<file path="config.mk">
export PLATFORM = sky130hd
export DESIGN_NAME = marble_release
export DESIGN_NICKNAME = d
export VERILOG_FILES = /design/src/rtl/marble_pkg.sv /design/src/rtl/marble_reservoir.sv /design/src/rtl/marble_release.sv
export SDC_FILE = /design/constraint.sdc
export NUM_CORES = 1
export LEC_CHECK = 0
export CORE_MARGIN = 2
export CORE_UTILIZATION = 37
export CTS_CLUSTER_DIAMETER = 150
export DETAILED_ROUTE_END_ITERATION = 16
export PLACE_DENSITY = 0.74
export SYNTH_ARGS = -nofsm -noshare
export SYNTH_HDL_FRONTEND = slang
export SYNTH_SLANG_ARGS = --single-unit
</file>
<file path="constraint.sdc">
create_clock -name clk -period 1.7 [get_ports clk]
set_clock_uncertainty 0.2 [all_clocks]
set_input_delay 0.34 -clock clk [delete_from_list [all_inputs] [get_ports clk]]
set_output_delay 0.34 -clock clk [all_outputs]
set_load 0.01 [all_outputs]
</file>
<file path="src/rtl/marble_pkg.sv">
// Shared types for the marble release controller: game state and reservoir side.
package marble_pkg;

    typedef enum logic [1:0] {
        IDLE    = 2'd0,
        RELEASE = 2'd1,
        WAIT    = 2'd2,
        HALT    = 2'd3
    } state_t;

    typedef enum logic {
        SIDE_LEFT  = 1'b0,
        SIDE_RIGHT = 1'b1
    } side_t;

endpackage

</file>
<file path="src/rtl/marble_reservoir.sv">
// One marble reservoir: refills to CAP, decrements by one per release without
// ever wrapping below zero, and flags when it is empty.
module marble_reservoir #(
    parameter int CAP = 8,
    parameter int CW  = $clog2(CAP + 1)
) (
    input  logic          clk,
    input  logic          rst,
    input  logic          reload,
    input  logic          dec,
    output logic [CW-1:0] count,
    output logic          empty
);

    // NOTE: sequential state uses non-blocking assignments so every flop samples pre-edge values.
    always_ff @(posedge clk) begin
        if (rst || reload) begin
            count <= CW'(CAP);
        end else if (dec && !empty) begin
            count <= count - CW'(1);
        end
    end

    assign empty = (count == '0);

endmodule

</file>
<file path="src/rtl/marble_release.sv">
// Marble release controller: one marble in flight at a time, fed from a left and
// a right reservoir. Optional WAIT timeout enabled by MARBLE_RELEASE_TIMEOUT_EN.
module marble_release
    import marble_pkg::*;
#(
    parameter int CAP     = 8,
    parameter int TIMEOUT = 64,
    parameter int CW      = $clog2(CAP + 1)
) (
    input  logic          clk,
    input  logic          rst,
    input  logic          start,
    input  logic          reload,
    input  logic          i_left,
    input  logic          i_right,
    output logic          o_left,
    output logic          o_right,
    output logic          busy,
    output logic          halted,
    output logic [CW-1:0] cnt_left,
    output logic [CW-1:0] cnt_right,
    output logic          timed_out
);

    state_t state, state_nx;
    side_t  side, side_nx;
    logic   left_empty, right_empty;
    logic   reload_ok;
    logic   timeout_hit;

    // A refill is only honoured while no marble is on the board.
    assign reload_ok = reload && ((state == IDLE) || (state == HALT));

    marble_reservoir #(.CAP(CAP), .CW(CW)) u_left (
        .clk    (clk),
        .rst    (rst),
        .reload (reload_ok),
        .dec    (o_left),
        .count  (cnt_left),
        .empty  (left_empty)
    );

    marble_reservoir #(.CAP(CAP), .CW(CW)) u_right (
        .clk    (clk),
        .rst    (rst),
        .reload (reload_ok),
        .dec    (o_right),
        .count  (cnt_right),
        .empty  (right_empty)
    );

`ifdef MARBLE_RELEASE_TIMEOUT_EN
    localparam int TW = $clog2(TIMEOUT + 1);

    logic [TW-1:0] wait_cnt;
    logic          timed_out_q;

    // Counter sits at zero outside WAIT, so each flight starts counting afresh.
    always_ff @(posedge clk) begin
        if (rst) begin
            wait_cnt    <= '0;
            timed_out_q <= 1'b0;
        end else begin
            if (state != WAIT) begin
                wait_cnt <= '0;
            end else begin
                wait_cnt <= wait_cnt + TW'(1);
            end
            if (reload_ok) begin
                timed_out_q <= 1'b0;
            end else if (timeout_hit) begin
                timed_out_q <= 1'b1;
            end
        end
    end

    assign timeout_hit = (state == WAIT) && !i_left && !i_right &&
                         (wait_cnt == TW'(TIMEOUT - 1));
    assign timed_out   = timed_out_q;
`else
    logic unused_timeout;

    assign unused_timeout = |TIMEOUT;
    assign timeout_hit    = 1'b0;
    assign timed_out      = 1'b0;
`endif

    always_ff @(posedge clk) begin
        if (rst) begin
            state <= IDLE;
            side  <= SIDE_LEFT;
        end else begin
            state <= state_nx;
            side  <= side_nx;
        end
    end

    // NOTE: defaults first so every path assigns every output and no latch is inferred.
    always_comb begin
        state_nx = state;
        side_nx  = side;
        case (state)
            IDLE: begin
                if (reload) begin
                    state_nx = IDLE;
                end else if (start) begin
                    if (!left_empty) begin
                        state_nx = RELEASE;
                        side_nx  = SIDE_LEFT;
                    end else begin
                        state_nx = HALT;
                    end
                end
            end
            RELEASE: state_nx = WAIT;
            WAIT: begin
                // Left lever wins when both are hit together.
                if (i_left) begin
                    if (!left_empty) begin
                        state_nx = RELEASE;
                        side_nx  = SIDE_LEFT;
                    end else begin
                        state_nx = HALT;
                    end
                end else if (i_right) begin
                    if (!right_empty) begin
                        state_nx = RELEASE;
                        side_nx  = SIDE_RIGHT;
                    end else begin
                        state_nx = HALT;
                    end
                end else if (timeout_hit) begin
                    state_nx = HALT;
                end
            end
            HALT: begin
                if (reload) begin
                    state_nx = IDLE;
                end
            end
            default: state_nx = IDLE;
        endcase
    end

    always_comb begin
        o_left  = 1'b0;
        o_right = 1'b0;
        busy    = 1'b0;
        halted  = 1'b0;
        case (state)
            RELEASE: begin
                o_left  = (side == SIDE_LEFT);
                o_right = (side == SIDE_RIGHT);
            end
            WAIT:    busy   = 1'b1;
            HALT:    halted = 1'b1;
            default: ;
        endcase
    end

endmodule
</file>
-- Word level (Yosys, flattened, before mapping)
Cells that the tools add are included.
- output and inout port bits: 13
- input port bits: 6
- logic and storage cells: 48
- register bits after elaboration: 11
- eq/ne operators: 9
- multiplexer cells: 19
- bitwise operators: 1
- reduce and logical (&&, ||, !) cells: 13
- add/sub/neg operators: 2
- operators by type and width (cell ; count):
    2-bit 2-to-1 mux ; 7
    1-bit 2-to-1 mux ; 10
    3-bit inequality test, second input constant ; 3
    4-bit logical NOT ; 2
    2-bit one-hot mux with 4 select lines ; 1
    4-bit by 1-bit subtractor with 4-bit output, second input constant ; 2
    2-bit inequality test, second input constant ; 3
    5-bit AND reduction ; 1
    2-bit equality test, second input constant ; 2
    1-bit logical AND ; 3
    3-bit AND reduction ; 1
    2-bit by 1-bit equality test with 1-bit output, second input constant ; 1
    1-bit logical NOT ; 2
    2-bit logical NOT ; 1
    1-bit logical OR ; 2
    1-bit one-hot mux with 2 select lines ; 1
    2-bit nonzero test ; 1
    1-bit NOT ; 1

-- Longest topological paths before layout
- word-level depth: 5
- gate-level depth with buffers: 6
- mapped depth without buffers: 6

-- Modules after synthesis
Synthesis repeated with hierarchy kept, for this count alone.
- cell total of the unflattened synthesis: 93
- area, all modules: 770.7 um2
- modules (own cells, without submodules) (module ; instances ; seq. area each (um2) ; area an instance (um2) ; cells an instance):
    marble_reservoir ; 2 ; 80.1 ; 210.2 ; 25
    marble_release ; 1 ; 60.1 ; 350.3 ; 43

-- Least setup slack after synthesis
No wires, ideal clock.
- kind: register to register
- start: register state[0]
- end: register state[1]
- period minus slack after synthesis: 1.626 ns
- setup time: 0.088 ns
- path slack: 0.074 ns
- data arrival time: 1.338 ns
- cell stages (with the launch flop): 7
- data required time: 1.412 ns
- buffers on the path: 0
- path through: dfxtp_1 > inv_1 > ha_1 > nor2b_1 > nand2b_1 > and2_1 > a311oi_2
- cells in the longest elaborated chain, start to end: 3
- elaborated cells between the ends (all ways): 9
- classes of those cells: 6 x eq/ne; 1 x mux; 2 x reduce/logical
- RTL lines (what ; line ; text):
    start: declaration ; marble_release.sv:25 ; state_t state, state_nx;
    start signal: assignment ; marble_release.sv:93 ; state <= state_nx;
    2-bit equality test or 2-bit logical NOT (tied branches) ; marble_release.sv:102 ; case (state)
    3-bit inequality test (no source line) or 2-bit inequality test (tied branches) ; - ;
    3-bit AND reduction (no source line) ; - ;
Several ways; a longest one is shown, not always the timed one.
A chain may end at the register's enable or synchronous reset.

-- Worst setup path after layout
- start: register state[1]
- end: output port o_right
- cells in the longest elaborated chain, start to end: 2
- RTL lines (what ; line ; text):
    2-bit by 1-bit equality test with 1-bit output ; marble_release.sv:150 ; case (state)
    1-bit 2-to-1 mux ; marble_release.sv:150 ;
    end: declaration ; marble_release.sv:17 ; output logic o_right,
Every way passes these cells.

==> metrics.cfg <==
[run_status]
status = finished clean

[finish]
syn_to_final_growth_pct = 50.6
fin_nets = 133
drive_gt1_share_pct = 36.8
antenna_cells = 0

[logic_synthesis]
yosys.area.top_type = dfxtp_1
syn_avg_cell_area_sq_um = 8.59
synth_top_cell_area_share_pct = 30.5
yosys_warnings = 0
synth_common_cells = dfxtp_1 (11), ha_1 (9), nor2_1 (8)
synth_enable_flop_cells = 0
synth.distinct_cells = 27
ys.flop_type = dfxtp_1
synthCells = 84
ys_ff_latch = 11
post-synth-top-count-cell = dfxtp_1
synth_seq_area_share_pct = 30.5
async_flop_share_pct = 0
netlist_area_sq_um = 722
ys_top_cells_by_area = dfxtp_1 (31%), ha_1 (16%), xor2_1 (4.9%), nor2_1 (4.2%), inv_1 (3.6%)
synth_fp_nets = 99

[global_routing]
grt.total_usage_pct = 16.2
overflow = 0
grt_pass1_wl_mm = 2.63
grt_pass1_vias = 643
grt_max_degree = 7
antenna_found_initial = 0

[critical_path]
r2r_start = state[0]$_SDFFE_PP0P_
start_kind = register
cp-end-kind = output pin
timing.rr.end = state[1]$_SDFFE_PP0P_
cp_max_fo = 3
r2r_slack_ns = 0.02
worst-r2r-cell-count = 6
arrival_ns = 1.15
crit_type = reg -> out
required_ns = 1.16

[floorplan]
start_util_pct = 40.5
die_y_um = 48.2
core_sq_um = 1780
rows = 15
io_pins = 19
dieWidth_um = 48.2
die_area_sq_um = 2320

[clock_tree]
path_clk_slew_ns = 0.07
post-cts-setup-buffers = 0
cts_tree = done
cts_buffer_depth = 2
cts_buffers = 3
cts.sinks = 11
h-tree-depth = 1
insertion_delay_ns = 0.27
cts_root_buf = clkbuf_4

[placement]
io_buffers = 17
pre_cts_ws_ns = -0.140
dpl.hpwl_mm = 1.26
gp_congestion = 0.796

[detailed_routing]
vias_per_cell = 4.68
drt_first_pass_iters = 4
vias = 665
wl_mm = 1.67
ant_nets = 0
drt-initial-drc-count = 9
route.detailed.drc = 0
routedWlPerCell_um = 11.7

[min_path]
hold_end = u_right.count[3]$_SDFFE_PP1P_
hold_path.class = reg -> reg
hold_depth = 2
hold_start = u_right.count[3]$_SDFFE_PP1P_

[sta]
final.setup.tns_ns = 0
hold_viol = 0
worst_slack_ns = 0.0137
grt_setup_unrepaired = yes
post-route-period-util_pct = 99.2
max_freq_mhz = 593
finalMaxSlewViolations = 0
timing.final.crit_period_ns = 1.69
setup_violations = 0

[power_and_ir_drop]
p_leak_nw = 0.463
ir_worst_vdd_mv = 0.602
p_total_w = 0.000903
p_per_area_nw_per_um2 = 831

[run]
max-cap-violations = 0

-- area by class of cell --
class,count,area [sq um]
clock buffer,4,26.3
fill,156,696
inverter,7,26.3
multi-input combinational,65,532
sequential,11,228
tap,25,31.3
timing repair buffer,30,244
-- worst max-delay path by stage --
stage / start / endpoint / slack, ns / cells past startpoint
2_1_floorplan: state[0]$_SDFFE_PP0P_ / state[1]$_SDFFE_PP0P_ / 0.07 / 6
3_3_place_gp: state[1]$_SDFFE_PP0P_ / o_left / -0.11 / 4
3_5_place_dp: state[1]$_SDFFE_PP0P_ / o_left / -0.14 / 4
4_1_cts: state[0]$_SDFFE_PP0P_ / halted / 0.003 / 3
5_1_grt: state[1]$_SDFFE_PP0P_ / o_right / -0.05 / 4
6_report: state[1]$_SDFFE_PP0P_ / o_right / 0.01 / 4
-- where the power goes --
part,total (W),switching [W],internal (W),leakage (nW)
Combinational,0.000411,0.000186,0.000225,0.357
Clock,0.000178,0.0000871,0.0000909,0.0150
Sequential,0.000314,0.0000272,0.000287,0.0914
Total,0.000903,0.000300,0.000603,0.463
-- cells by family after synthesis --
| family | Yosys count | synth area share, % |
|---|---|---|
| simple gates | 34 | 25.8 |
| fa+ha+maj | 9 | 15.6 |
| other cells | 1 | 0.519 |
| xor+xnor | 6 | 7.28 |
| buf+inv | 8 | 4.68 |
| mux | 1 | 1.39 |
| flops | 11 | 30.5 |
| compound gates | 14 | 14.2 |
-- cells in the final DEF (no fill, tap or decap), drive strengths merged --
cell type,synthesis,routed
clkbuf,0,4
nand2,6,6
dlygate4sd2,0,8
clkdlybuf4s15,0,1
a211o,1,1
and2,4,4
a311oi,1,1
a21oi,4,4
conb,1,1
or3b,2,2
a21o,2,2
xor2,4,4
dfxtp,11,11
buf,1,16
nand2b,3,3
nand3,4,4
nor2,8,8
o21bai,2,2
ha,9,9
o21ai,1,1
o2111ai,1,1
mux2i,1,1
nand4,1,1
inv,7,7
nor3,2,2
nor3b,1,1
nor2b,3,3
clkdlybuf4s50,0,5
xnor2,2,2
a211oi,2,2
-- through the flow --
stage | hold slack (ns) | instances | util, % | cell area, sq um
6_report | 0.318 | 142 | 61.0 | 1090
5_1_grt | 0.350 | 142 | 61.0 | 1090
4_1_cts | 0.327 | 142 | 58.3 | 1040
3_5_place_dp | 0.279 | 138 | 56.8 | 1010
3_3_place_gp | 0.276 | 138 | 56.8 | 1010
2_1_floorplan | 0.208 | 84 | - | 722
-- flip-flops by register name (all words and copies together), names as in the netlist --
name	flops
u_right.count	4
u_left.count	4
state	2
side	1
-- worst max-delay path, cell delays in order (launching register included) --
cell	delay [ns]
dfxtp_1	0.32
inv_1	0.06
ha_2	0.18
and2_1	0.18
buf_2	0.14
-- what timing repair did --
action                                  4_1_cts  5_1_grt
gates resized for setup                      29       15
pin swaps                                     3        5
hold buffers                                  0        0
endpoints found under the setup margin       13       11
hold endpoints to repair                      0        0
-- layer usage --
layer / vias up / track usage [%] / wire length, um
met5: - / 0 / 0
met1: 299 / 20.9 / 816
met3: 5 / 2.59 / 68
met4: 0 / 8.11 / 30
li1: 344 / - / -
met2: 17 / 26.1 / 751
(Power assumes the default switching activity.)
